==> src/rtl/mul_pkg.sv <==
// rtl/mul_pkg.sv - shared widths, state encoding and helpers for the sequential multiplier
package mul_pkg;

  localparam int MUL_W  = 32;
  localparam int PROD_W = 64;
  localparam int CNT_W  = 5;

  localparam logic [CNT_W-1:0] LAST_CNT = 5'd31;

  typedef enum logic [1:0] {
    IDLE  = 2'd0,
    ADD   = 2'd1,
    SHIFT = 2'd2,
    DONE  = 2'd3
  } state_e;

  // Two's-complement magnitude; -2^31 maps to 32'h8000_0000, which is exact unsigned.
  function automatic logic [MUL_W-1:0] abs_val(input logic [MUL_W-1:0] v);
    return v[MUL_W-1] ? (~v + MUL_W'(1)) : v;
  endfunction

endpackage

==> src/rtl/mul_adder33.sv <==
// rtl/mul_adder33.sv - combinational 32+32 -> 33-bit adder for the ADD step
module mul_adder33
  import mul_pkg::*;
(
  input  logic [MUL_W-1:0] a_i,
  input  logic [MUL_W-1:0] b_i,
  output logic [MUL_W:0]   sum_o
);

  assign sum_o = {1'b0, a_i} + {1'b0, b_i};

endmodule

==> src/rtl/multiplier_seq.sv <==
// rtl/multiplier_seq.sv - 32x32 shift-add multiplier, 65-cycle latency; MUL_SIGNED_EN adds signed mode
module multiplier_seq
  import mul_pkg::*;
(
  input  logic             clk,
  input  logic             rst,
  input  logic             start,
`ifdef MUL_SIGNED_EN
  input  logic             signed_op,
`endif
  input  logic [MUL_W-1:0] multiplicand,
  input  logic [MUL_W-1:0] multiplier,
  output logic [MUL_W-1:0] product_hi,
  output logic [MUL_W-1:0] product_lo,
  output logic             busy,
  output logic             done
);

  state_e              state_q, state_d;
  logic [MUL_W-1:0]    mcand_q, mcand_d;
  logic [PROD_W-1:0]   prod_q, prod_d;
  logic                carry_q, carry_d;
  logic [CNT_W-1:0]    cnt_q, cnt_d;
  logic [MUL_W:0]      sum;
  logic [PROD_W-1:0]   shifted;
  logic                last_shift;
  logic [MUL_W-1:0]    load_mcand;
  logic [MUL_W-1:0]    load_mplier;

  mul_adder33 u_adder (
    .a_i   (prod_q[PROD_W-1:MUL_W]),
    .b_i   (mcand_q),
    .sum_o (sum)
  );

  assign shifted    = {carry_q, prod_q[PROD_W-1:1]};
  assign last_shift = (cnt_q == LAST_CNT);

`ifdef MUL_SIGNED_EN
  logic sign_q, sign_d;
  logic load_sign;

  // Signed mode runs the unsigned engine on magnitudes; the sign is reapplied in the final shift.
  always_comb begin
    load_mcand  = multiplicand;
    load_mplier = multiplier;
    load_sign   = 1'b0;
    if (signed_op) begin
      load_mcand  = abs_val(multiplicand);
      load_mplier = abs_val(multiplier);
      load_sign   = multiplicand[MUL_W-1] ^ multiplier[MUL_W-1];
    end
  end

  always_ff @(posedge clk or negedge rst) begin
    if (!rst) begin
      sign_q <= 1'b0;
    end else begin
      sign_q <= sign_d;
    end
  end

  always_comb begin
    sign_d = sign_q;
    if (state_q == IDLE && start) begin
      sign_d = load_sign;
    end
  end
`else
  assign load_mcand  = multiplicand;
  assign load_mplier = multiplier;
`endif

  always_ff @(posedge clk or negedge rst) begin
    if (!rst) begin
      state_q <= IDLE;
    end else begin
      state_q <= state_d;
    end
  end

  always_comb begin
    state_d = state_q;
    case (state_q)
      IDLE:    if (start) state_d = ADD;
      ADD:     state_d = SHIFT;
      SHIFT:   state_d = last_shift ? DONE : ADD;
      DONE:    state_d = IDLE;
      default: state_d = IDLE;
    endcase
  end

  always_comb begin
    busy = (state_q == ADD) || (state_q == SHIFT);
    done = (state_q == DONE);
  end

  always_comb begin
    mcand_d = mcand_q;
    prod_d  = prod_q;
    carry_d = carry_q;
    cnt_d   = cnt_q;
    case (state_q)
      IDLE: begin
        if (start) begin
          mcand_d = load_mcand;
          prod_d  = {{MUL_W{1'b0}}, load_mplier};
          carry_d = 1'b0;
          cnt_d   = '0;
        end
      end
      ADD: begin
        if (prod_q[0]) begin
          {carry_d, prod_d[PROD_W-1:MUL_W]} = sum;
        end
      end
      SHIFT: begin
        prod_d  = shifted;
        carry_d = 1'b0;
        cnt_d   = cnt_q + CNT_W'(1);
`ifdef MUL_SIGNED_EN
        if (last_shift && sign_q) begin
          prod_d = ~shifted + PROD_W'(1);
        end
`endif
      end
      default: ;
    endcase
  end

  always_ff @(posedge clk or negedge rst) begin
    if (!rst) begin
      mcand_q <= '0;
      prod_q  <= '0;
      carry_q <= 1'b0;
      cnt_q   <= '0;
    end else begin
      mcand_q <= mcand_d;
      prod_q  <= prod_d;
      carry_q <= carry_d;
      cnt_q   <= cnt_d;
    end
  end

  assign product_hi = prod_q[PROD_W-1:MUL_W];
  assign product_lo = prod_q[MUL_W-1:0];

endmodule

==> config.mk <==
export PLATFORM = sky130hd
export DESIGN_NAME = multiplier_seq
export DESIGN_NICKNAME = d
export VERILOG_FILES = /design/src/rtl/mul_pkg.sv /design/src/rtl/mul_adder33.sv /design/src/rtl/multiplier_seq.sv
export SDC_FILE = /design/constraint.sdc
export NUM_CORES = 1
export LEC_CHECK = 0
export ABC_AREA = 1
export CAP_MARGIN = 15
export CORE_AREA = 8 8 167 169
export CTS_CLUSTER_DIAMETER = 120
export CTS_CLUSTER_SIZE = 14
export DETAILED_ROUTE_END_ITERATION = 8
export DIE_AREA = 0 0 175 177
export HOLD_SLACK_MARGIN = 0.03
export PLACE_DENSITY = 0.58
export SETUP_SLACK_MARGIN = 0.1
export SLEW_MARGIN = 10
export SYNTH_ARGS = -nofsm -noshare
export SYNTH_HDL_FRONTEND = slang
export SYNTH_HIERARCHICAL = 1
export SYNTH_SLANG_ARGS = --single-unit
==> constraint.sdc <==
create_clock -name clk -period 3.65 [get_ports clk]
set_input_delay 0.365 -clock clk [delete_from_list [all_inputs] [get_ports clk]]
set_output_delay 0.365 -clock clk [all_outputs]
set_load 0.01 [all_outputs]
==> results of run 1 <==
[metrics by stage]
| stage | hold slack, ns | cells |
|---|---|---|
| 6_report | 0.1164 | 1573 |
| 5_1_grt | 0.1980 | 1573 |
| 4_1_cts | 0.1613 | 1572 |
| 3_5_place_dp | 0.4720 | 1556 |
| 3_3_place_gp | 0.4634 | 1556 |
| 2_1_floorplan | 0.06941 | 1119 |
[worst paths after layout]
check | to | cells past startpoint
max | prod_q[52]$_DFFE_PN0P_ | 15
min | prod_q[39]$_DFFE_PN0P_ | 1
max reg2reg | prod_q[52]$_DFFE_PN0P_ | 15
min reg2reg | mcand_q[2]$_DFFE_PN0P_ | 2
max in group asynchronous | mcand_q[19]$_DFFE_PN0P_ | 2
min in group clk | mcand_q[2]$_DFFE_PN0P_ | 2
[where the power goes]
part / switching (mW) / total (mW) / internal (mW)
Clock: 0.535 / 1.03 / 0.498
Sequential: 0.397 / 2.02 / 1.62
Combinational: 2.41 / 3.96 / 1.55
[cells in the final DEF, fill, tap and decap left out]
master and n:
or2_2 28, clkinv_8 4, clkdlybuf4s50_1 131, inv_6 2
nand3_2 4, a21oi_1 26, clkbuf_16 9, o21ai_1 2
nand2_1 561, inv_8 1, ha_2 1, o211ai_2 2
fa_1 1, dfrtp_1 104, inv_2 4, nor2_1 39
o211ai_1 28, and3_1 1, xor2_1 14, a21o_1 1
o21ai_0 25, or2_1 1, inv_1 125, o21ai_2 13
xnor2_1 1, nand3b_1 1, or2_4 1, nor3_1 5
nor2_2 4, nand4_1 3, ha_1 38, o21bai_1 1
nand3_1 30, buf_4 9, buf_8 1, nand2_2 17
[flip-flops by register name (all words and copies together), names as in the netlist]
register	cells
carry_q	1
cnt_q	5
mcand_q	32
prod_q	64
state_q	2
[logic make-up (layout without fill, tap and decap cells)]
family          after synthesis  count (layout)  share of synthesized area
simple gates                695             695                     0.3807
buf+inv                     167             286                    0.09691
xor+xnor                     15              15                    0.01773
flops                       104             104                     0.3512
compound gates               98              98                    0.08492
fa+ha+maj                    40              40                    0.06855
[cells in the mapped netlist, types with 2 or more instances]
master    number
clkbuf_1      10
o211ai_2       2
inv_1        125
nand2_1      561
o211ai_1      28
dfrtp_1      104
o21ai_2       13
o21ai_0       25
buf_6          9
nand3_1       30
xor2_1        14
o21ai_1        2
ha_1          39
nor3_1         5
inv_2          4
nand2_2       17
nand3_2        4
nand4_1        3
nor2_2         4
a21oi_1       26
nor2_1        39
or2_2         28
buf_2         18
[worst max-delay path, stage by stage, from the launching register on]
cell,delay (ns)
dfrtp_1,0.46
ha_1,0.29
fa_1,0.47
nand3_1,0.12
nand3_1,0.11
nand2_1,0.09
nand2_2,0.10
nand2_2,0.08
nand2_2,0.07
nand2_1,0.09
nand3_1,0.07
nand2_1,0.09
nand2_1,0.06
nand2_1,0.08
nand2_1,0.04
o21ai_0,0.17
[layout make-up]
class	instances	area [µm²]	area share
clock inverters	7	93.84	0.01008
inverters	129	484.2	0.05200
repair buffers	141	1394	0.1497
clock buffers	9	225.2	0.02419
well taps	335	419.2	0.04501
flip-flops and latches	104	2603	0.2795
multi-input cells	848	4093	0.4395
[metal layers]
metal | up-vias | track usage | part of all wire
met1 | 3129 | 0.1832 | 0.48
met5 | - | 0 | 0
li1 | 3662 | - | -
met3 | 10 | 0.02454 | 0.032
met2 | 112 | 0.2390 | 0.48
met4 | 0 | 0.02791 | 0.0077
==> out/metrics.yaml, run 1 <==
timing:
  final-setup-viol-count: 0
  period_share: 0.6861
  hold_violations: 0
  rsz0062_at_grt: "false"
  layout_min_cycle_time_ns: 2.504
  relSlewSlack: 0.4046
  tns_ns: 0
  finalMaxSlewViolations: 0
  skew_ns: 0.01232
  timing.fmax_ghz: 0.3993
  fin_ws_ns: 1.146
  worst_pin_slew_ns: 0.8931
yosys:
  yosys-top-cells-area: "dfrtp_1, nand2_1, ha_1"
  syn_inst: 1119
  async_flop_share: 1.000
  postSynthAreaPerCell_um2: 6.623
  ys_seq_area_frac: 0.3512
  yosys.area.top_type: "dfrtp_1"
  syn-cell-area_mm2: 0.007411
  synth_top_area_frac: 0.3512
  syn_nets: 1226
  synth_ff_type: "dfrtp_1"
  synth-seq-cells: 104
  yosysWarnings: 6
  synth_edf_count: 0
  ys_types: 32
route:
  vias: 6913
  drt_wl_total_um: 21470
  drc_errors: 0
  drtIter0Drc: 384
  routed_via_density: 4.395
  wl_per_cell_um: 13.65
  antenna_left: 0
  firstDrtPassIters: 5
placement:
  io_buffers: 132
  pre_cts_slack_ns: 1.101
  place_congestion: 0.8675
  hpwl_um: 16090
  place_area_mm2: 0.008977
clock_network:
  hold_buffers: 0
  post_cts_resize_count: 0
  clock_latency_ns: 0.36
  clock-sinks: 104
  cts_tree: "done"
  post-cts-setup-buffers: 0
  htreeDepth: 3
  clk_path_buf_depth: 2
  clk_pin_slew_ns: 0.08
  clock_tree.root_cell: "clkbuf_16"
  cts_made_buffers: 9
floorplanning:
  io_pins: 133
  die_h_um: 177
  num_rows: 59
  start_util: 0.2910
  chipWidth_um: 175
  die-area_mm2: 0.03098
  core-area_mm2: 0.02547
power_and_ir_drop:
  power_density_mw_per_mm2: 753.2
  peakVddDrop_v: 0.0004235
  p_total_mw: 7.014
  leakage_nw: 5.034
grt:
  overflow: 0
  grt_pass1_vias: 6943
  antenna_found_initial: 0
  grt_max_degree: 72
  grt_pass1_wl_um: 35600
  grt_usage: 0.1400
worst_setup_path:
  worstPathMaxFanout: 4
  endpoint_kind: "flip-flop"
  critical_path_class: "reg -> reg"
  ff2ff_setup_slack_ns: 1.15
  required_ns: 3.91
  worstPathArrival_ns: 2.76
  crit_start: "prod_q[32]$_DFFE_PN0P_"
  worst_setup_path_start_kind: "flip-flop"
  rr_startpoint: "prod_q[32]$_DFFE_PN0P_"
worst_hold_path:
  hold_class: "in -> async"
final_layout:
  post_route_cells_drive_above_1_share: 0.08078
  nNetsFinal: 1340
  design_area_mm2: 0.009311
  area_delta_synth_final_pct: 25.65
  nFillCells: 2734
  fin_util: 0.3656
  insertedDiodeCount: 0
run_status:
  status: "complete, no violations"
job:
  maxCapViolCount: 0
Note: power is estimated with default switching activity, not from simulation.
==> run 2, diff against run 1 <==
==> constraint.sdc (replaced) <==
create_clock -name clk -period 2.6 [get_ports clk]
set_input_delay 0.26 -clock clk [delete_from_list [all_inputs] [get_ports clk]]
set_output_delay 0.26 -clock clk [all_outputs]
set_load 0.01 [all_outputs]
==> run 2 against run 1 <==
  * Sequential share of layout area down 0.26 points
  * Worst setup slack worse by 0.77 ns
  * Worst hold slack improved by 0.31 ns
  * Final area increased by 0.94%
  * Flip-flop and latch count is the same
  * Sequential power up 39%
==> out/metrics.yaml, run 2 (synthesis gave the netlist of run 1 again) <==
run_status:
  status: "complete, no violations"
timing:
  rsz0062_at_grt: "false"
  skew_ns: 0.01416  # +0.001833 ns
  finalMaxSlewViolations: 0  # unchanged
  period_share: 0.8572  # +0.1711
  layout_min_cycle_time_ns: 2.229  # -0.2755 ns
  worst_pin_slew_ns: 1.043  # +0.1495 ns
  relSlewSlack: 0.3042  # -0.1004
  final-setup-viol-count: 0  # unchanged
  timing.fmax_ghz: 0.4487  # +12%
  hold_violations: 0  # unchanged
  tns_ns: 0  # unchanged
floorplanning:
  num_rows: 59  # unchanged
  core-area_mm2: 0.02547  # unchanged
  io_pins: 133  # unchanged
  start_util: 0.2910  # unchanged
  die-area_mm2: 0.03098  # unchanged
  die_h_um: 177  # unchanged
  chipWidth_um: 175  # unchanged
final_layout:
  top_register: "prod_q"
  most-common-layout-cells: "nand2_1, clkdlybuf4s50_1, inv_1"
  nFillCells: 2743  # +0.33%
  post_route_cells_drive_above_1_share: 0.08521  # +0.004434
  nNetsFinal: 1346  # +0.45%
  reg_top3: "prod_q: 64 flops, mcand_q: 32 flops, cnt_q: 5 flops"
  insertedDiodeCount: 0  # unchanged
  multiInputGateArea_mm2: 0.004095  # about the same
  fin_cells: 1579  # +0.38%
  fin_util: 0.3690  # +0.003439
  final_common_cell: "nand2_1"
  ff_latch_area_mm2: 0.002603  # unchanged
  largest_reg_flops: 64  # unchanged
  design_area_mm2: 0.009399  # +0.94%
  area_delta_synth_final_pct: 26.83
grt:
  grt_pass1_vias: 7007  # +0.92%
  grt_usage: 0.1427  # +0.002671
  grt_pass1_wl_um: 36120  # +1.5%
  grt_max_degree: 67  # -6.9%
  overflow: 0  # unchanged
  antenna_found_initial: 0  # unchanged
clock_network:
  post-cts-setup-buffers: 0  # unchanged
  clock_tree.root_cell: "clkbuf_16"
  clk_path_buf_depth: 2  # unchanged
  clock_latency_ns: 0.36  # about the same
  cts_tree: "done"
  htreeDepth: 3  # unchanged
  cts_made_buffers: 9  # unchanged
  clock-sinks: 104  # unchanged
  clk_pin_slew_ns: 0.09  # about the same
power_and_ir_drop:
  swShare: 0.4748  # -0.002049
  switchingPower_mw: 4.741  # +42%
  peakVddDrop_v: 0.0004653  # +9.9%
  leakage_nw: 5.075  # +0.81%
  internal_power_mw: 5.245  # +43%
  power_frac_clock: 0.146  # about the same
  pwr-share-seq: 0.281  # -0.007
  pwr-share-comb: 0.573  # +0.008
  power_density_mw_per_mm2: 1062  # +41%
worst_setup_path:
  path_delay_family: "simple AND/OR/NAND/NOR gates"
  cp_slowest_stage_delay_ns: 0.39  # -0.08 ns
  path_cells: "ha_1 -> fa_2 -> nand3_1 -> nand3_1 -> nand2_1 -> nand2_2 -> nand2_2 -> nand2_2 -> nand2_1 -> nand3_1 -> nand2_1 -> nand2_1 -> nand2_1 -> nand2_1 -> o21ai_0"
  endpoint_kind: "flip-flop"
  crit_slowest_cell: "dfrtp_1"
  critical_path_class: "reg -> reg"
  cp_num_buf_inv: 0  # unchanged
  worstPathArrival_ns: 2.50  # -0.26 ns
  worst_setup_path_start_kind: "flip-flop"
  required_ns: 2.87  # -1.04 ns
  worstPathMaxFanout: 4  # unchanged
  crit_top_cell: "nand2_1"
route:
  drc_errors: 0  # unchanged
  routed_via_density: 4.493  # +2.2%
  antenna_left: 0  # unchanged
  drtIter0Drc: 374  # -2.6%
  firstDrtPassIters: 5  # unchanged
  wl_per_cell_um: 13.90  # +1.9%
  drt_wl_total_um: 21950  # +2.2%
  vias: 7094  # +2.6%
placement:
  hpwl_um: 16430  # +2.1%
  io_buffers: 132  # unchanged
  place_congestion: 0.8878  # +2.3%
  dp_cells: 1562  # +0.39%
  place_area_mm2: 0.009072  # +1.1%
job:
  maxCapViolCount: 0  # unchanged
worst_hold_path:
  hold_class: "in -> reg"
-- run 2: cell types whose count changed in the layout (fill, tap and decap cells not counted) --
cell,delta
clkinv_8,-2
fa_2,+1
buf_12,+4
dlygate4sd3_1,+1
inv_8,+1
buf_4,+2
buf_8,-1
fa_1,-1
inv_12,+1
-- run 2: power groups by stage --
stage | clock, mW | sequential (mW) | combinational [mW]
final | 1.46 | 2.80 | 5.72
after detailed placement | 0 | 2.85 | 5.79
after global routing | 1.56 | 2.92 | 6.50
after global placement | 0 | 2.83 | 5.76
after CTS | 1.50 | 2.82 | 5.84
after floorplan | 0 | 2.88 | 3.78
-- run 2: final timing paths --
path	to	slack [ns]	cells after the start	startpoint
worst max-delay path	prod_q[52]$_DFFE_PN0P_	0.37	15	prod_q[32]$_DFFE_PN0P_
worst min-delay path	mcand_q[30]$_DFFE_PN0P_	0.43	3	multiplicand[30]
worst max register to register	prod_q[52]$_DFFE_PN0P_	0.37	15	prod_q[32]$_DFFE_PN0P_
worst min register to register	mcand_q[0]$_DFFE_PN0P_	0.49	2	mcand_q[0]$_DFFE_PN0P_
max in group asynchronous	mcand_q[20]$_DFFE_PN0P_	1.34	4	rst
min in group asynchronous	prod_q[7]$_DFFE_PN0P_	0.46	2	rst
-- run 2: tightest hold or removal path, stage by stage --
cell and delay (ns):
clkdlybuf4s50_1 0.40, nand2_1 0.06, nand2_1 0.04
-- run 2: area by class of cell --
type / instances / share of cell area
clock inverters: 7 / 0.009452
well taps: 335 / 0.04460
clock buffers: 9 / 0.02396
inverters: 129 / 0.05152
multi-input cells: 848 / 0.4357
flip-flops and latches: 104 / 0.2769
repair buffers: 147 / 0.1579
-- run 2: per-stage QoR --
step	hold slack, ns	setup slack [ns]	power [mW]
global placement	0.3229	0.4256	8.594
floorplan	-0.03559	0.5173	6.658
CTS	0.4148	0.3031	10.16
detailed placement	0.3242	0.3564	8.638
global route	0.4347	0.1756	10.98
finish	0.4266	0.3714	9.986
-- run 2: per-layer routing --
layer / GRT usage / part of all wire
met4: 0.03073 / 0.011
met3: 0.02710 / 0.044
met1: 0.1850 / 0.47
met2: 0.2431 / 0.47
met5: 0 / 0
-- run 2: what timing repair did --
item                                   CTS  global route
gates resized for setup                  0             1
endpoints found under the hold margin   42             0
hold buffers                             1             0
setup endpoints to repair                0             1
==> run 3, diff against run 2 <==
--- a/config.mk
+++ b/config.mk
@@ -8,12 +8,13 @@
 export ABC_AREA = 1
 export CAP_MARGIN = 15
 export CORE_AREA = 8 8 167 169
+export CTS_BUF_LIST = sky130_fd_sc_hd__clkbuf_4 sky130_fd_sc_hd__clkbuf_8
 export CTS_CLUSTER_DIAMETER = 120
 export CTS_CLUSTER_SIZE = 14
 export DETAILED_ROUTE_END_ITERATION = 8
 export DIE_AREA = 0 0 175 177
 export HOLD_SLACK_MARGIN = 0.03
-export PLACE_DENSITY = 0.58
+export PLACE_DENSITY = 0.59
 export SETUP_SLACK_MARGIN = 0.1
 export SLEW_MARGIN = 10
 export SYNTH_ARGS = -nofsm -noshare
==> run 3 against run 2 <==
  * Core utilization is 0.49 points lower
  * Power is 4.0% lower
  * Highest routed layer unchanged
  * Worst setup slack worse by 0.022 ns
  * Largest power group unchanged
  * Global-route usage is 0.28 points lower
  * Via count is 1.7% lower
  * Sequential power hardly changed
  * Cell count hardly changed
  * Maximum frequency is 0.98% lower
==> out/metrics.yaml, run 3 (synthesis gave the netlist of run 1 again) <==
timing:
  finalMaxSlewViolations: 0  # unchanged
  relSlewSlack: 0.2773  # -0.02681
  timing.fmax_ghz: 0.4443  # -0.98%
  layout_min_cycle_time_ns: 2.251  # +0.02199 ns
  final-setup-viol-count: 0  # unchanged
  period_share: 0.8656  # +0.008458
  worst_pin_slew_ns: 1.083  # +0.04017 ns
  rsz0062_at_grt: "false"
  tns_ns: 0  # unchanged
  hold_violations: 0  # unchanged
  skew_ns: 0.02193  # +0.007779 ns
worst_setup_path:
  path_delay_family: "simple AND/OR/NAND/NOR gates"
  ff2ff_setup_slack_ns: 0.35  # -0.02 ns
  required_ns: 2.91  # +0.04 ns
  cp_num_buf_inv: 0  # unchanged
  worstPathArrival_ns: 2.56  # +0.06 ns
  worstPathMaxFanout: 4  # unchanged
  reg2reg_to: "prod_q[52]$_DFFE_PN0P_"
  endpoint_kind: "flip-flop"
  r2r_cells: 15  # unchanged
  crit_top_cell: "nand2_1"
  crit_slowest_cell: "fa_1"
  worst_setup_path_start_kind: "flip-flop"
  cp_slowest_stage_delay_ns: 0.44  # +0.05 ns
  path_cells: "ha_1 -> fa_1 -> nand3_1 -> nand3_1 -> nand2_1 -> nand2_2 -> nand2_2 -> nand2_2 -> nand2_1 -> nand3_1 -> nand2_1 -> nand2_1 -> nand2_1 -> nand2_1 -> o21ai_0"
  critical_path_class: "reg -> reg"
  rr_startpoint: "prod_q[32]$_DFFE_PN0P_"
final_layout:
  reg_top3: "prod_q: 64 flops, mcand_q: 32 flops, cnt_q: 5 flops"
  final_common_cell: "nand2_1"
  top_register: "prod_q"
  ff_latch_area_mm2: 0.002603  # unchanged
  post_route_cells_drive_above_1_share: 0.08514  # about the same
  multiInputGateArea_mm2: 0.004093  # about the same
  nFillCells: 2724  # -0.69%
  nNetsFinal: 1347  # +0.074%
  largest_reg_flops: 64  # unchanged
  area_delta_synth_final_pct: 25.16
  most-common-layout-cells: "nand2_1, clkdlybuf4s50_1, inv_1"
  insertedDiodeCount: 0  # unchanged
floorplanning:
  chipWidth_um: 175  # unchanged
  die_h_um: 177  # unchanged
  core-area_mm2: 0.02547  # unchanged
  io_pins: 133  # unchanged
  num_rows: 59  # unchanged
  start_util: 0.2910  # unchanged
  die-area_mm2: 0.03098  # unchanged
run_status:
  status: "complete, no violations"
route:
  antenna_left: 0  # unchanged
  drt_wl_total_um: 21870  # -0.38%
  wl_per_cell_um: 13.84  # -0.45%
  routed_via_density: 4.413  # -1.8%
  vias: 6972  # -1.7%
  firstDrtPassIters: 4  # -1
  drc_errors: 0  # unchanged
  drtIter0Drc: 365  # -2.4%
clock_network:
  cts_made_buffers: 9  # unchanged
  clk_path_buf_depth: 2  # unchanged
  htreeDepth: 3  # unchanged
  post_cts_resize_count: 0  # unchanged
  clock_tree.root_cell: "clkbuf_8"
  clock-sinks: 104  # unchanged
  cts_tree: "done"
  clk_pin_slew_ns: 0.13  # +0.04 ns
  clock_latency_ns: 0.40  # +0.04 ns
grt:
  grt_max_degree: 68  # +1.5%
  antenna_found_initial: 0  # unchanged
  grt_pass1_wl_um: 35320  # -2.2%
  overflow: 0  # unchanged
  grt_pass1_vias: 6691  # -4.5%
  grt_usage: 0.1398  # -0.002833
power_and_ir_drop:
  peakVddDrop_v: 0.0003975  # -15%
  power_density_mw_per_mm2: 1033  # -2.8%
  p_total_mw: 9.582  # -4.0%
  leakage_nw: 5.025  # -0.98%
worst_hold_path:
  hold_class: "in -> async"
placement:
  place_congestion: 0.9093  # +2.4%
  io_buffers: 132  # unchanged
  hpwl_um: 16380  # -0.28%
job:
  maxCapViolCount: 0  # unchanged
## run 3: changes by cell type in the layout (fill, tap and decap cells not counted), sizes merged
| cell | previous run | this run |
|---|---|---|
| clkinv | 2 | 5 |
| inv | 134 | 131 |
| buf | 15 | 16 |
## run 3: area by class of cell
| type | instances | share of cell area |
|---|---|---|
| Timing Repair Buffer | 148 | 0.1568 |
| Clock buffer | 9 | 0.01335 |
| Tap cell | 335 | 0.04519 |
| Clock inverter | 7 | 0.01066 |
| Inverter | 129 | 0.05221 |
| Multi-Input combinational cell | 848 | 0.4413 |
| Sequential cell | 104 | 0.2806 |
## run 3: timing repair
item / 4_1_cts / 5_1_grt
buffers inserted: 0 / 0
endpoints found under the hold margin: 104 / 0
hold buffers: 1 / 0
## run 3: per-layer routing
layer	part of all wire	GRT usage	vias to the layer above
li1	-	-	3672
met1	0.49	0.1852	3170
met2	0.46	0.2311	118
met3	0.045	0.03136	12
met4	0.0098	0.02720	0
met5	0	0	-
## run 3: worst max-delay path by stage
stage	end	from	slack, ns	cells after the start
3_3_place_gp	prod_q[44]$_DFFE_PN0P_	prod_q[32]$_DFFE_PN0P_	0.42	13
5_1_grt	prod_q[48]$_DFFE_PN0P_	prod_q[32]$_DFFE_PN0P_	0.11	13
3_5_place_dp	prod_q[52]$_DFFE_PN0P_	prod_q[32]$_DFFE_PN0P_	0.39	15
4_1_cts	prod_q[52]$_DFFE_PN0P_	prod_q[32]$_DFFE_PN0P_	0.35	15
2_1_floorplan	prod_q[52]$_DFFE_PN0P_	prod_q[32]$_DFFE_PN0P_	0.52	15
6_report	prod_q[52]$_DFFE_PN0P_	prod_q[32]$_DFFE_PN0P_	0.35	15
## run 3: metrics by stage
stage	instance area (µm²)	cells	hold WS [ns]	util	setup slack (ns)
5_1_grt	9275	1580	0.2018	0.3642	0.1061
3_3_place_gp	9042	1563	0.07156	0.3550	0.4250
4_1_cts	9275	1580	0.2008	0.3642	0.3475
6_report	9275	1580	0.2228	0.3642	0.3494
2_1_floorplan	7411	1119	-0.03559	-	0.5173
3_5_place_dp	9042	1563	0.07154	0.3550	0.3949
## run 3: power breakdown
| group | switching [mW] | internal, mW |
|---|---|---|
| registers | 0.535 | 2.27 |
| clock network | 0.703 | 0.396 |
| logic | 3.45 | 2.22 |
==> variant, RTL diff (settings of run 2) <==
Re-encode `state_e` (4 states) as Gray code, 2 bits wide.
--- a/src/rtl/mul_pkg.sv
+++ b/src/rtl/mul_pkg.sv
@@ -9,8 +9,8 @@
 
   typedef enum logic [1:0] {
-    IDLE  = 2'd0,
-    ADD   = 2'd1,
-    SHIFT = 2'd2,
-    DONE  = 2'd3
+    IDLE  = 2'b00,
+    ADD   = 2'b01,
+    SHIFT = 2'b11,
+    DONE  = 2'b10
   } state_e;
 
Function: same outputs for any inputs over 4 cycles, from zero or initial values and one cycle with rst low; so few cycles prove little.
==> variant against run 2 <==
  * Power up 25%
  * Synthesized area is 2.5% higher
  * Sequential cell count stayed put
  * Routed wire length up 9.7%
  * Worst setup slack lost 68 ps
  * Die area unchanged
  * Cell area grew 0.85%
  * Sequential share of layout area fell by 0.22 points
  * Largest power group unchanged
==> variant: results (changes against run 2) <==
stage;metric;value;unit;change
drt;wirelength_met1;10900;um;+4.8%
timing;whs;356;ps;-70.5 ps
placed_design;post_dp_cell_area;0.00916;mm2;+0.99%
drt;met2WireLength;10900;um;+5.7%
drt;routed.top_layer;met5;;
setup_path;reg2reg_to;carry_q$_DFFE_PN0P_;;
grt;global_route.usage.met1;0.199;;+0.0137
yosys;yosys-top-cells-area;dfrtp_1 (34%), nand2_1 (27%), nand3_1 (13%), inv_1 (5.8%), ha_1 (5.6%);;
setup_path;worst_ep_arrival_time;2540;ps;+40 ps
layout;drive_gt1_frac;0.0517;;-0.0335
placed_design;globalplace.congestion;0.918;;+3.4%
layout;final_area;0.00948;mm2;+0.85%
setup_path;critPathSlowestCell;fa_1;;
drt;wirelength;24100;um;+9.7%
min_path;hold_path.class;in -> async;;
power_and_ir_drop;largest_voltage_drop_on_the_vdd_net;385;uV;-17%
layout;final_net_count;1395;;+3.6%
grt;initial_antenna_violation_count;4;;+4
setup_path;slowest_delay;450;ps;+60 ps
power_and_ir_drop;leakagePower;5.33;nW;+5.1%
timing;finClkSkew;7.13;ps;-7.02 ps
grt;first_global_vias;7629;;+8.9%
grt;grt_first_pass_wirelength;39500;um;+9.5%
yosys;synth_sequential_area_ratio;0.343;;-0.00845
drt;post_drt_via_cell_ratio;4.68;;+4.2%
grt;globalRouteMet2Util;0.252;;+0.00937
run_status;outcome;finished clean;;
-- variant: logic make-up (layout without fill, tap and decap cells) --
| family | Yosys count | count (layout) | synth area share |
|---|---|---|---|
| and+or+nand+nor | 824 | 824 | 0.456 |
| buffers and inverters | 176 | 288 | 0.103 |
| DFF | 104 | 104 | 0.343 |
| adders and majority gates | 35 | 35 | 0.0587 |
| AOI/OAI and AO/OA | 30 | 30 | 0.0222 |
| xor gates and xnor gates | 15 | 15 | 0.0173 |
-- variant: power by group --
group          internal (mW)  total [mW]  switching, mW  leakage [nW]
Clock                  0.843        1.50          0.653         0.149
Sequential              2.39        3.14          0.749          1.31
Combinational           3.09        7.81           4.72          3.88
-- variant: cell type report --
type / instances / share of cell area
multi-input cells: 904 / 0.444
well taps: 335 / 0.0442
clock buffers: 10 / 0.0242
inverters: 123 / 0.0487
repair buffers: 151 / 0.156
flip-flops and latches: 104 / 0.275
clock inverters: 4 / 0.00818
